### config.mk
export PLATFORM = sky130hd
export DESIGN_NAME = inst_loader
export DESIGN_NICKNAME = d
export VERILOG_FILES = /design/src/rtl/inst_loader.sv
export SDC_FILE = /design/constraint.sdc
export NUM_CORES = 1
export LEC_CHECK = 0
export CAP_MARGIN = 20
export CORE_MARGIN = 5
export CORE_UTILIZATION = 30
export DETAILED_ROUTE_END_ITERATION = 10
export GPL_TIMING_DRIVEN = 1
export HOLD_SLACK_MARGIN = 0.03
export SLEW_MARGIN = 40
export SYNTH_ARGS = -nofsm -noshare
export SYNTH_HDL_FRONTEND = slang
export SYNTH_SLANG_ARGS = --single-unit
### constraint.sdc
create_clock -name clk -period 2.9 [get_ports clk]
set_input_delay 0.435 -clock clk [delete_from_list [all_inputs] [get_ports clk]]
set_output_delay 0.435 -clock clk [all_outputs]
set_load 0.05 [all_outputs]
### src/rtl/inst_loader.sv
// Boot-time program loader: assembles a little-endian length-prefixed byte stream into 32-bit
// instruction words, writes them to instruction memory, screens opcodes and acks the host.
module inst_loader #(
  parameter int unsigned ADDR_W   = 12,
  parameter logic [7:0]  ACK_BYTE = 8'hAA
) (
  input  logic              clk,
  input  logic              rstn,
  input  logic [7:0]        rx_data,
  input  logic              rx_valid,
  output logic [7:0]        tx_data,
  output logic              tx_valid,
  input  logic              tx_ready,
  output logic              imem_we,
  output logic [ADDR_W-1:0] imem_addr,
  output logic [31:0]       imem_wd,
  output logic              load_done,
  output logic              bad_op,
  output logic [ADDR_W-1:0] bad_count
);

  typedef enum logic [1:0] {StLen, StData, StAck, StDone} state_e;

  state_e            state_q, state_d;
  logic [1:0]        byte_idx_q, byte_idx_d;
  logic [31:0]       len_q, len_d;
  logic [31:0]       word_q, word_d;
  logic [31:0]       word_idx_q, word_idx_d;
  logic              we_q, we_d;
  logic [ADDR_W-1:0] addr_q, addr_d;
  logic [31:0]       wd_q, wd_d;
  logic              bad_op_q, bad_op_d;
  logic [ADDR_W-1:0] bad_count_q, bad_count_d;

  logic        rx_take, last_byte, word_done, in_range;
  logic [31:0] next_len, next_word, word_idx_inc;

  function automatic logic op_supported(input logic [6:0] op);
    case (op)
      7'b0000011, 7'b0100011, 7'b0010111, 7'b0110011, 7'b0110111,
      7'b1100011, 7'b0010011, 7'b1100111, 7'b1101111, 7'b1110011: op_supported = 1'b1;
      default: op_supported = 1'b0;
    endcase
  endfunction

  assign rx_take      = rx_valid && ((state_q == StLen) || (state_q == StData));
  assign last_byte    = rx_take && (byte_idx_q == 2'd3);
  assign word_done    = last_byte && (state_q == StData);
  assign next_len     = {rx_data, len_q[31:8]};
  assign next_word    = {rx_data, word_q[31:8]};
  assign word_idx_inc = word_idx_q + 32'd1;
  // Words past the memory depth are consumed and screened but never written.
  assign in_range     = (word_idx_q >> ADDR_W) == 32'd0;

  always_ff @(posedge clk or negedge rstn) begin
    if (!rstn) begin
      state_q <= StLen;
    end else begin
      state_q <= state_d;
    end
  end

  always_comb begin
    state_d = state_q;
    case (state_q)
      StLen:   if (last_byte) state_d = (next_len == 32'd0) ? StAck : StData;
      StData:  if (word_done && (word_idx_inc == len_q)) state_d = StAck;
      StAck:   if (tx_ready) state_d = StDone;
      default: state_d = state_q;
    endcase
  end

  always_comb begin
    tx_valid  = (state_q == StAck);
    tx_data   = tx_valid ? ACK_BYTE : 8'h00;
    load_done = (state_q == StDone);
  end

  always_comb begin
    byte_idx_d  = rx_take ? byte_idx_q + 2'd1 : byte_idx_q;
    len_d       = (rx_take && (state_q == StLen)) ? next_len : len_q;
    word_d      = (rx_take && (state_q == StData)) ? next_word : word_q;
    word_idx_d  = word_idx_q;
    if (last_byte && (state_q == StLen)) word_idx_d = 32'd0;
    if (word_done) word_idx_d = word_idx_inc;
    we_d        = word_done && in_range;
    addr_d      = we_d ? word_idx_q[ADDR_W-1:0] : addr_q;
    wd_d        = we_d ? next_word : wd_q;
    bad_op_d    = bad_op_q;
    bad_count_d = bad_count_q;
    if (word_done && !op_supported(next_word[6:0])) begin
      bad_op_d = 1'b1;
      if (bad_count_q != {ADDR_W{1'b1}}) begin
        bad_count_d = bad_count_q + {{(ADDR_W-1){1'b0}}, 1'b1};
      end
    end
  end

  always_ff @(posedge clk or negedge rstn) begin
    if (!rstn) begin
      byte_idx_q  <= 2'd0;
      len_q       <= 32'd0;
      word_q      <= 32'd0;
      word_idx_q  <= 32'd0;
      we_q        <= 1'b0;
      addr_q      <= '0;
      wd_q        <= 32'd0;
      bad_op_q    <= 1'b0;
      bad_count_q <= '0;
    end else begin
      byte_idx_q  <= byte_idx_d;
      len_q       <= len_d;
      word_q      <= word_d;
      word_idx_q  <= word_idx_d;
      we_q        <= we_d;
      addr_q      <= addr_d;
      wd_q        <= wd_d;
      bad_op_q    <= bad_op_d;
      bad_count_q <= bad_count_d;
    end
  end

  assign imem_we   = we_q;
  assign imem_addr = addr_q;
  assign imem_wd   = wd_q;
  assign bad_op    = bad_op_q;
  assign bad_count = bad_count_q;

endmodule
==> flow_summary.json, run 1 <==
{
  "first_pass_iters": 4,
  "avgSynthCellArea_um2": 11.3,
  "ir_drop_mv": 0.634,
  "setup-violations-final": 0,
  "final_area_um2": 9240,
  "cts_tree": "built",
  "seq_area_frac_synth_pct": 50.3,
  "rsz0062_at_grt": "false",
  "syn_inst": 662,
  "relSlewSlack_pct": 53.9,
  "crit_type": "flop to flop",
  "fin_nets": 760,
  "placed_area_um2": 8640,
  "port_buffers": 75,
  "p_per_area_nw_per_um2": 1040,
  "hp-start": "bad_op",
  "place_hpwl_um": 13200,
  "grt_usage_pct": 13.4,
  "min_period_ns": 2.74,
  "cts_buffer_depth": 2,
  "min_to": "bad_op",
  "final_layout_size_suffix_gt1_share_pct": 23.7,
  "ant_nets": 0,
  "post-route-period-util_pct": 94.4,
  "worstSetupEndpointType": "flop",
  "grt_overflow": 0,
  "drc_errors": 0,
  "required_ns": 3.20,
  "start_util_pct": 30.6,
  "wl_per_cell_um": 17.2,
  "cts_buffers": 17,
  "crit_arrival_ns": 3.04,
  "start_kind": "flop",
  "cap_violations": 0,
  "synth_cell_types": 61,
  "crit_fanout": 7,
  "slew_viol_final": 0,
  "min_path_type": "flop to flop",
  "fmax_ghz": 0.365,
  "grt_pass1_vias": 5271,
  "postCtsSetupBuffers": 0,
  "drt_iter0_markers": 424,
  "synth_edf_count": 0,
  "via_per_inst": 4.99,
  "tightest_slew_ns": 0.674,
  "dieArea_um2": 28100,
  "antennaDiodeCount": 0,
  "r2r_slack_ns": 0.16,
  "syn_area_um2": 7460,
  "ys.flop_type": "dfrtp_1",
  "synth_top_area_cell": "dfrtp_1",
  "place.gp.congestion": 0.919,
  "wl_um": 18500,
  "vias": 5382,
  "rr_worst_depth": 7,
  "cts_root_buffer": "clkbuf_16",
  "antenna_found_initial": 0,
  "hold_viol": 0,
  "clkSlewWorstSetupHoldPaths_ns": 0.07,
  "yosys.area.top_type_share_pct": 50.3,
  "tns_ns": 0,
  "clk_latency_ns": 0.43,
  "fin_util_pct": 37.9,
  "die_h_um": 168,
  "htree_levels": 4,
  "rr_endpoint": "state_q[1]",
  "rows": 57,
  "synthToLayoutAreaGrowth_pct": 24.0,
  "ys_ff_latch": 150,
  "fillers": 2434,
  "rr_startpoint": "word_idx_q[11]",
  "cts_num_sinks": 150,
  "synthTopCellsByArea": "dfrtp_1 50%, mux2_2 15%, xnor2_1 4.3%",
  "core-area_um2": 24400,
  "whs_path_depth": 1,
  "async_reset_ff_share_pct": 100,
  "grt_max_degree": 56,
  "worst_clock_skew_ns": 0.00787,
  "status": "finished, final reports clean",
  "yosys_warnings": 0,
  "io_pins": 80,
  "grt_pass1_wl_um": 30200,
  "fp.dieW_um": 168,
  "p_leak_nw": 3.87
}
cells by family (layout without fill, tap and decap cells):
family | Yosys count | in the layout | synth area share [%]
fa+ha+maj | 7 | 7 | 1.17
mux | 107 | 107 | 16.1
flops | 150 | 150 | 50.3
xor+xnor | 55 | 55 | 6.46
compound gates | 93 | 93 | 8.06
other cells | 1 | 4 | 0.0503
buf+inv | 52 | 141 | 3.24
simple gates | 197 | 197 | 14.6
cell type report:
type / count / area (um2) / share of cell area [%]
flip-flops and latches: 150 / 3750 / 40.6
inverters: 7 / 26.3 / 0.284
clock buffers: 19 / 453 / 4.90
well taps: 324 / 405 / 4.39
multi-input cells: 463 / 3490 / 37.8
clock inverters: 13 / 133 / 1.43
repair buffers: 102 / 982 / 10.6
how the worst max path moves through the flow:
stage	from	to	slack (ns)
2_1_floorplan	word_idx_q[1]	state_q[0]	0.41
3_3_place_gp	tx_ready	state_q[0]	0.08
3_5_place_dp	tx_ready	state_q[1]	0.08
4_1_cts	state_q[0]	state_q[1]	0.07
5_1_grt	word_idx_q[7]	state_q[0]	0.04
6_report	word_idx_q[11]	state_q[1]	0.16
critical path, cell delays in order, from the launching register on:
cell       delay, ns
dfrtp_1         0.50
nand4_1         0.28
or4_4           0.54
a211oi_1        0.41
o2111ai_1       0.20
nor4_1          0.37
a31oi_2         0.17
mux2i_1         0.16
cell usage after synthesis, drive strengths merged (3+ instances only):
| master | instances |
|---|---|
| and2 | 3 |
| nor3 | 11 |
| o21ai | 39 |
| mux2i | 5 |
| or3 | 4 |
| buf | 21 |
| nand3b | 4 |
| dfrtp | 150 |
| nand2b | 7 |
| a21o | 6 |
| clkbuf | 24 |
| xnor2 | 37 |
| nor2b | 3 |
| ha | 7 |
| o31ai | 15 |
| and4 | 3 |
| nor2 | 40 |
| nor4 | 20 |
| nand3 | 17 |
| mux2 | 102 |
| and3 | 13 |
| o22ai | 3 |
| nand2 | 44 |
| nand4 | 24 |
| a31oi | 4 |
| inv | 7 |
| a21oi | 7 |
| xor2 | 18 |
state kept, by name, indices dropped and copies added, names as in the netlist:
| signal | count |
|---|---|
| len_q | 32 |
| word_q | 24 |
| imem_wd | 32 |
| word_idx_q | 32 |
| bad_count | 12 |
| byte_idx_q | 2 |
| state_q | 2 |
| imem_we | 1 |
| bad_op | 1 |
| imem_addr | 12 |
layout by cell type (no fill, tap or decap), drive strengths merged, types with 2 or more instances in the layout:
master / instances
nand2b: 7
and2: 3
o21ai: 39
nand4: 24
or3: 4
mux2i: 5
a22o: 2
clkdlybuf4s50: 74
nor2: 40
nand2: 44
ha: 7
o211ai: 2
nand3: 17
a21oi: 7
or2: 2
nor3: 11
a21o: 6
nor4: 20
inv: 16
clkbuf: 19
a31oi: 4
xnor2: 37
and4: 3
and3: 13
mux2: 102
o31ai: 15
o22ai: 3
buf: 27
nand3b: 4
conb: 4
or4: 2
xor2: 18
dfrtp: 150
clkinv: 4
nor2b: 3
routing by layer:
metal | part of all wire (%) | track usage [%] | up-vias
li1 | - | - | 2537
met1 | 46 | 18.5 | 2690
met2 | 48 | 20.9 | 136
met3 | 5.0 | 2.90 | 19
met4 | 1.7 | 4.41 | 0
met5 | 0 | 0 | -
power by group:
part	internal [mW]	switching, mW	leakage, nW
combinational	1.68	2.18	1.66
sequential	2.82	0.725	1.92
clock	1.19	0.979	0.293
total	5.68	3.89	3.87
through the flow:
step | power (mW) | cells | setup WS (ns) | hold slack (ns)
6_report | 9.57 | 1078 | 0.162 | 0.475
2_1_floorplan | 6.12 | 665 | 0.413 | 0.139
5_1_grt | 10.1 | 1078 | 0.0403 | 0.503
3_5_place_dp | 7.45 | 1045 | 0.0826 | 0.417
4_1_cts | 9.66 | 1078 | 0.0668 | 0.484
3_3_place_gp | 7.40 | 1045 | 0.0829 | 0.425
timing repair:
item	CTS	global route
resized for setup	0	2
hold buffers	1	0
endpoints found under the hold margin	48	0
setup endpoints to repair	0	2
Note: power is estimated with default switching activity, not from simulation.
==> run 2, diff against run 1 <==
--- a/config.mk
+++ b/config.mk
@@ -5,9 +5,11 @@
 export SDC_FILE = /design/constraint.sdc
 export NUM_CORES = 1
 export LEC_CHECK = 0
+export ABC_AREA = 1
 export CAP_MARGIN = 20
 export CORE_MARGIN = 5
 export CORE_UTILIZATION = 30
+export CTS_BUF_LIST = sky130_fd_sc_hd__clkbuf_8
 export DETAILED_ROUTE_END_ITERATION = 10
 export GPL_TIMING_DRIVEN = 1
 export HOLD_SLACK_MARGIN = 0.03
==> flow_summary.json, run 2 <==
{
  "status": "finished, final reports clean",
  "crit_arrival_ns": 2.13,
  "grt_pass1_vias": 6213,
  "ys.flop_type": "dfrtp_1",
  "drc_errors": 0,
  "place_hpwl_um": 14700,
  "clkSlewWorstSetupHoldPaths_ns": 0.10,
  "antennaDiodeCount": 0,
  "final_cell_mix": "300 x nand2_1, 150 x dfrtp_1, 115 x o21ai_0, 110 x inv_1, 80 x nand3_1",
  "ir_drop_mv": 0.344,
  "via_per_inst": 4.65,
  "grt_pass1_wl_um": 32200,
  "p_per_area_nw_per_um2": 931,
  "fillers": 2601,
  "fin_ws_ns": 0.336,
  "tns_ns": 0,
  "hold_viol": 0,
  "synthToLayoutAreaGrowth_pct": 20.5,
  "synth_top_area_cell": "dfrtp_1",
  "clk_latency_ns": 0.46,
  "syn_inst": 969,
  "fin_nets": 1061,
  "power_mw": 8.47,
  "start_util_pct": 30.2,
  "synth_common_cells": "300 x nand2_1, 150 x dfrtp_1, 115 x o21ai_0",
  "wl_um": 19600,
  "wl_per_cell_um": 14.2,
  "synthTopCellsByArea": "dfrtp_1 50%, nand2_1 15%, o21ai_0 7.6%",
  "final_layout_size_suffix_gt1_share_pct": 6.45,
  "rsz0062_at_grt": "false",
  "crit_type": "flop to primary output",
  "io_pins": 80,
  "placed_area_um2": 8660,
  "postCtsSetupBuffers": 0,
  "rr_startpoint": "word_idx_q[0]",
  "post_cts_resized": 0,
  "crit_path_start": "state_q[0]",
  "port_buffers": 75,
  "whs_ns": 0.00963,
  "cap_violations": 0,
  "ant_nets": 0,
  "seq_area_frac_synth_pct": 49.8,
  "cts_tree": "built",
  "final_area_um2": 9090,
  "fin_util_pct": 36.4,
  "place.gp.congestion": 0.926,
  "yosys_warnings": 0,
  "fp.dieW_um": 169,
  "slew_viol_final": 0,
  "rows": 58,
  "ys_ff_latch": 150,
  "place_ws_ns": 0.287,
  "tightest_slew_ns": 0.717,
  "async_reset_ff_share_pct": 100,
  "cts_buffer_depth": 2,
  "die_h_um": 169,
  "core-area_um2": 25000,
  "setup-violations-final": 0,
  "cts_root_buffer": "clkbuf_8",
  "relSlewSlack_pct": 52.2,
  "antenna_found_initial": 0,
  "avgSynthCellArea_um2": 7.79,
  "yosys.area.top_type_share_pct": 49.8,
  "cts_buffers": 17,
  "drt_iter0_markers": 527,
  "cts_hold_buffers": 0,
  "synth_cell_types": 32,
  "crit_fanout": 6,
  "min_path_type": "primary input to async pin",
  "grt_overflow": 0,
  "cts_num_sinks": 150,
  "p_leak_nw": 4.20,
  "required_ns": 2.47,
  "grt_max_degree": 86,
  "synth_edf_count": 0,
  "min_period_ns": 2.56,
  "dieArea_um2": 28400,
  "post-route-period-util_pct": 88.4,
  "grt_usage_pct": 14.0,
  "final_common_cell": "nand2_1",
  "worst_clock_skew_ns": 0.0166,
  "stdcell_count": 1385,
  "rr_worst_depth": 16,
  "start_kind": "flop",
  "fmax_ghz": 0.390,
  "post-synth-top-count-cell": "nand2_1",
  "syn_area_um2": 7540,
  "first_pass_iters": 5,
  "placed_cells": 1353,
  "vias": 6447,
  "worstSetupEndpointType": "primary output",
  "htree_levels": 4
}
run 2: cell count changes after synthesis, moves of 32 or more:
| cell | previous run | this run |
|---|---|---|
| nand2_1 | 44 | 300 |
| inv_1 | 7 | 110 |
| mux2_2 | 102 | 1 |
| o21ai_0 | 38 | 115 |
| nand3_1 | 16 | 82 |
| nor2_1 | 39 | 74 |
| xnor2_1 | 37 | 5 |
run 2: per-layer routing:
| metal | part of all wire [%] | GRT usage, % | vias to the layer above |
|---|---|---|---|
| met5 | 0 | 0 | - |
| met2 | 48 | 22.9 | 144 |
| met1 | 46 | 18.9 | 3034 |
| met3 | 4.6 | 2.64 | 18 |
| li1 | - | - | 3251 |
| met4 | 1.4 | 4.06 | 0 |
run 2: report_power, final:
group,switching [mW],internal [mW]
clock network,0.902,0.831
logic,2.14,1.16
registers,0.660,2.77
run 2: path summary, 6_finish.rpt:
kind | endpoint | slack [ns]
setup / recovery | tx_valid | 0.34
hold / removal | imem_wd[13] | 0.01
setup reg to reg | state_q[1] | 0.40
hold reg to reg | bad_op | 0.48
max in group asynchronous | word_idx_q[12] | 2.14
min in group clk | bad_op | 0.48
run 2: worst max-delay path, cell delays in order, from the launching register on:
cell and delay, ns:
dfrtp_1 0.43, inv_1 0.10, ha_1 0.28, clkdlybuf4s50_1 0.86
run 2: area by class of cell:
class	instances	area, um2	share of cell area [%]
clock buffers	18	248	2.72
clock inverters	14	179	1.97
inverters	113	424	4.66
multi-input cells	675	3230	35.6
flip-flops and latches	150	3750	41.3
well taps	330	413	4.54
repair buffers	85	842	9.26
run 2: cells by family (layout without fill, tap and decap cells):
logic type / Yosys count / count (layout) / synth area share, %
and+or+nand+nor: 500 / 500 / 28.5
DFF: 150 / 150 / 49.8
buffers and inverters: 147 / 230 / 7.71
AOI/OAI and AO/OA: 144 / 144 / 9.92
xor gates and xnor gates: 19 / 19 / 2.75
adders and majority gates: 7 / 7 / 1.16
other: 1 / 4 / 0.0497
muxes: 1 / 1 / 0.149
